**src/rtl/fetch_stage.sv**
```systemverilog
`default_nettype none
// ============================================================================
//  Module   : fetch_stage
//  Purpose  : Instruction-fetch stage. Owns the program counter, drives the
//             word-addressed instruction port of the unified memory, and
//             captures the returned word into the IF/ID pipeline register.
//             Handles stall, flush, branch redirect, a halt opcode, and
//             keeps a saturating count of valid fetches.
//  Ports    : clk, rst_n          - clock, asynchronous active-low reset
//             stall, flush        - hazard-unit hold / squash IF/ID
//             branch_taken,
//             branch_target       - PC redirect request and address
//             imem_addr           - instruction address (= PC, combinational)
//             imem_rdata          - instruction word from memory
//             if_instr, if_pc,
//             if_valid            - IF/ID pipeline register contents
//             halted              - high while the fetch FSM is halted
//             fetch_count         - saturating count of valid IF/ID loads
//  Revision : 1.0 - initial release
// ============================================================================
module fetch_stage #(
    parameter int                   WIDTH            = 32,
    parameter int                   INSTRUCTIONWIDTH = 16,
    parameter logic [WIDTH-1:0]     RESET_PC         = '0,
    parameter logic [3:0]           HALT_OPCODE      = 4'hF
) (
    input  logic                        clk,
    input  logic                        rst_n,
    input  logic                        stall,
    input  logic                        flush,
    input  logic                        branch_taken,
    input  logic [WIDTH-1:0]            branch_target,
    output logic [WIDTH-1:0]            imem_addr,
    input  logic [INSTRUCTIONWIDTH-1:0] imem_rdata,
    output logic [INSTRUCTIONWIDTH-1:0] if_instr,
    output logic [WIDTH-1:0]            if_pc,
    output logic                        if_valid,
    output logic                        halted,
    output logic [15:0]                 fetch_count
);

    typedef enum logic [1:0] {
        ST_BOOT   = 2'd0,
        ST_RUN    = 2'd1,
        ST_HALTED = 2'd2
    } state_t;

    state_t                        r_state;
    state_t                        w_next_state;
    logic [WIDTH-1:0]              r_pc;
    logic [INSTRUCTIONWIDTH-1:0]   r_if_instr;
    logic [WIDTH-1:0]              r_if_pc;
    logic                          r_if_valid;
    logic [15:0]                   r_fetch_count;
    logic                          w_load;
    logic                          w_is_halt;

    // A normal load happens only in RUN with no higher-priority event.
    assign w_load    = (r_state == ST_RUN) && !branch_taken && !stall && !flush;
    assign w_is_halt = (imem_rdata[INSTRUCTIONWIDTH-1 -: 4] == HALT_OPCODE);

    // ------------------------------------------------------------------
    // FSM state register
    // ------------------------------------------------------------------
    always_ff @(posedge clk or negedge rst_n) begin
        if (!rst_n) begin
            r_state <= ST_BOOT;
        end else begin
            r_state <= w_next_state;
        end
    end

    // ------------------------------------------------------------------
    // FSM next-state logic
    // ------------------------------------------------------------------
    always_comb begin
        w_next_state = r_state;
        case (r_state)
            ST_BOOT:   w_next_state = ST_RUN;
            // Halt only when the halt word is actually loaded valid; an
            // older branch in the same cycle cancels it.
            ST_RUN:    if (w_load && w_is_halt) w_next_state = ST_HALTED;
            ST_HALTED: if (branch_taken)        w_next_state = ST_RUN;
            default:   w_next_state = ST_BOOT;
        endcase
    end

    // ------------------------------------------------------------------
    // PC and IF/ID datapath
    // ------------------------------------------------------------------
    always_ff @(posedge clk or negedge rst_n) begin
        if (!rst_n) begin
            r_pc          <= RESET_PC;
            r_if_instr    <= '0;
            r_if_pc       <= '0;
            r_if_valid    <= 1'b0;
            r_fetch_count <= '0;
        end else begin
            case (r_state)
                ST_RUN: begin
                    if (branch_taken) begin
                        r_pc       <= branch_target;
                        r_if_valid <= 1'b0;
                    end else if (stall) begin
                        if (flush) begin
                            r_if_valid <= 1'b0;
                        end
                    end else if (flush) begin
                        // Word at PC is skipped, not refetched.
                        r_if_valid <= 1'b0;
                        r_pc       <= r_pc + WIDTH'(1);
                    end else begin
                        r_if_instr <= imem_rdata;
                        r_if_pc    <= r_pc;
                        r_if_valid <= 1'b1;
                        r_pc       <= r_pc + WIDTH'(1);
                        if (r_fetch_count != 16'hFFFF) begin
                            r_fetch_count <= r_fetch_count + 16'd1;
                        end
                    end
                end
                ST_HALTED: begin
                    if (branch_taken) begin
                        r_pc       <= branch_target;
                        r_if_valid <= 1'b0;
                    end else if (flush) begin
                        r_if_valid <= 1'b0;
                    end
                end
                default: begin
                    // BOOT: PC holds at RESET_PC, redirects are ignored.
                end
            endcase
        end
    end

    assign imem_addr   = r_pc;
    assign if_instr    = r_if_instr;
    assign if_pc       = r_if_pc;
    assign if_valid    = r_if_valid;
    assign halted      = (r_state == ST_HALTED);
    assign fetch_count = r_fetch_count;

endmodule
`default_nettype wire

```
**config.mk**
```make
export PLATFORM = sky130hd
export DESIGN_NAME = fetch_stage
export DESIGN_NICKNAME = d
export VERILOG_FILES = /design/src/rtl/fetch_stage.sv
export SDC_FILE = /design/constraint.sdc
export NUM_CORES = 1
export LEC_CHECK = 0
export CORE_UTILIZATION = 47
export CTS_CLUSTER_DIAMETER = 200
export DETAILED_ROUTE_END_ITERATION = 12
export HOLD_SLACK_MARGIN = 0.06
export PLACE_DENSITY = 0.81
export SETUP_SLACK_MARGIN = 0.5
export SLEW_MARGIN = 40
export SYNTH_ARGS = -nofsm -noshare
export SYNTH_HDL_FRONTEND = slang
export SYNTH_SLANG_ARGS = --single-unit
```
**constraint.sdc**
```tcl
create_clock -name clk -period 2.2 [get_ports clk]
set_input_delay 0.22 -clock clk [delete_from_list [all_inputs] [get_ports clk]]
set_output_delay 0.22 -clock clk [all_outputs]
set_load 0.02 [all_outputs]
```
==> out/metrics.cfg <==
[sta]
period_share=0.8413
rsz0062_at_grt=true
finalClockSkew_ps=13.21
timing.final.ws_setup_ps=349.2
timing.hold.ws_ps=405.9
fin_setup_tns_ps=0
maxSlewHeadroom=0.6023
setup_viol=0
worstMarginPinSlew_ps=596.5
finalCriticalPeriod_ps=1851
fmax_mhz=540.3
report.final.slew_viol_count=0
finalHoldViolCount=0

[logic_synthesis]
synthTopCellsByCount=99 x dfrtp_1, 49 x mux2_2, 37 x a21oi_1
synth_area_leader_cell=dfrtp_1
synth_edf_count=0
synth_area_leaders=dfrtp_1 51%, mux2_2 11%, a21oi_1 3.8%
ys_ff_latch=99
synth_cells=440
synth-main-ff-cell=dfrtp_1
synth-async-reset-ratio=1.000
yosysWarnings=0
avgSynthCellArea_um2=11.01
syn_nets=500
netlist-cell-type-count=47
synth_area_mm2=0.004843
synth_seq_area_share=0.5115
yosysMostFrequentCell=dfrtp_1
yosys.area.top_type_share=0.5115

[hold_path]
hold_class=in2async

[placed_design]
placed_cell_area_mm2=0.006591
place_ws_ps=109.3
hpwlAfterDp_um=8739
gp_congestion=0.7820
portBuffers=150

[run]
maxCapViolCount=0

[routing]
drt_iter0_drc=314
via_per_inst=5.886
vias=4550
ant_nets=0
drtPass1Iterations=5
drc_errors=0
drt-total-wl_um=15290
wl_per_cell_um=19.78

[floorplanning]
fp.dieH_um=103.5
die_area_mm2=0.01072
initial_core_util=0.4910
boundaryPins=151
die_w_um=103.5
core_mm2=0.009864
rows=36

[clock_tree]
clk_pin_slew_worst_paths_ps=90
clk_path_buf_depth=2
clk_root_buffer_cell=clkbuf_8
cts_tree=done
cts_sinks=99
cts_made_buffers=9
clock_latency_ps=360
htree_num_levels=3

[critical_path]
worstPathArrival_ps=2100
cp.required_ps=2450
worstPathMaxFanout=6
setup.worst_path.class=reg2reg
worstSetupEndpointType=flop
start_kind=flop

[outcome]
status=finished, final reports clean

[layout]
fin_area_mm2=0.007719
antenna_cells=0
syn2layout_area_growth_pct=59.36
nets=697
layout-drive-gt1-share=0.3047
fin_util=0.7825

[pwr]
vdd_ir_drop_max_mv=0.7508
p_leak_uw=0.003290
power_density_mw_per_mm2=1409

[grt]
grt_start_max_net_pins=45
grt_overflow=0
antenna_found_initial=0
grt_pass1_wl_um=21080
first_global_vias=4303
grt_use_total=0.2437

## worst max-delay path, stage by stage (launching register included)
cell and delay (ps):
dfrtp_1 410, inv_2 100, ha_4 150, nor4b_4 310
buf_4 220, o21a_2 210, mux2_2 350
## where the power goes
group,switching [uW],internal (uW)
clock,606,692
sequential,847,2640
combinational,2940,3150
total,4390,6490
## sequential cells by signal, indices dropped and copies added, names as in the netlist
register	count
fetch_count	16
r_state	2
if_valid	1
if_instr	16
imem_addr	32
if_pc	32
## layer usage
layer	global-route usage	wire, um
met4	0.09317	450
met3	0.04531	1157
met1	0.3168	6148
met2	0.4046	7530
met5	0	0
## cells by family after synthesis
kind of cell / after synthesis / share of synthesized area
xor gates and xnor gates: 14 / 0.02532
adders and majority gates: 7 / 0.01808
and+or+nand+nor: 125 / 0.1485
buffers and inverters: 35 / 0.03384
DFF: 99 / 0.5115
muxes: 50 / 0.1160
AOI/OAI and AO/OA: 110 / 0.1467
## layout make-up
| class | count | area, um2 |
|---|---|---|
| clock buffers | 12 | 155.1 |
| clock inverters | 2 | 60.06 |
| fillers | 582 | 2146 |
| inverters | 7 | 26.28 |
| multi-input cells | 307 | 2559 |
| flip-flops and latches | 99 | 2497 |
| well taps | 133 | 166.4 |
| repair buffers | 213 | 2255 |
## path summary, 6_finish.rpt
path                                             from                          to  slack [ps]  depth (start not counted)
setup reg to reg               r_state[1]$_DFFE_PN0P_  fetch_count[1]$_DFFE_PN0P_         350                          6
setup / recovery               r_state[1]$_DFFE_PN0P_  fetch_count[1]$_DFFE_PN0P_         350                          6
hold reg to reg            fetch_count[6]$_DFFE_PN0P_  fetch_count[6]$_DFFE_PN0P_         510                          1
max in group asynchronous                       rst_n    imem_addr[1]$_DFFE_PN0P_        1120                          3
min in group clk                     branch_target[1]    imem_addr[1]$_DFFE_PN0P_         450                          3
hold / removal                                  rst_n       if_pc[18]$_DFFE_PN0P_         410                          2
## placed cells by master, fill, tap and decap left out, types with 8 or more instances in the layout
master           synthesis  final
clkdlybuf4s50_1          0    132
dfrtp_1                 99     83
buf_4                    2     38
a21oi_1                 37     29
nand2_1                 29     28
mux2_2                  49     26
mux2_4                   0     23
nand3_1                 27     21
nand4_1                 16     16
dfrtp_2                  0     16
a2bb2oi_1               17     14
and3_1                  15     13
o22ai_1                 19     13
nor2_1                  15     12
clkbuf_8                 0     11
buf_12                   0     10
dlymetal6s2s_1           0      9
xnor2_1                  9      8
dlygate4sd2_1            0      8
## metrics by stage
stage / total power (uW) / std cells
floorplan: 6153 / 440
detailed placement: 8446 / 711
finish: 10880 / 773
global placement: 8247 / 711
CTS: 9816 / 741
global route: 11390 / 773
## what timing repair did
| item | in CTS | in global routing |
|---|---|---|
| buffers inserted | 14 | 24 |
| gates cloned | 1 | 8 |
| setup endpoints to repair | 110 | 108 |
| endpoints found under the hold margin | 42 | 0 |
| pin swaps | 4 | 19 |
| gates resized for setup | 24 | 93 |
| hold buffers | 1 | 0 |
Note: power is estimated with default switching activity, not from simulation.
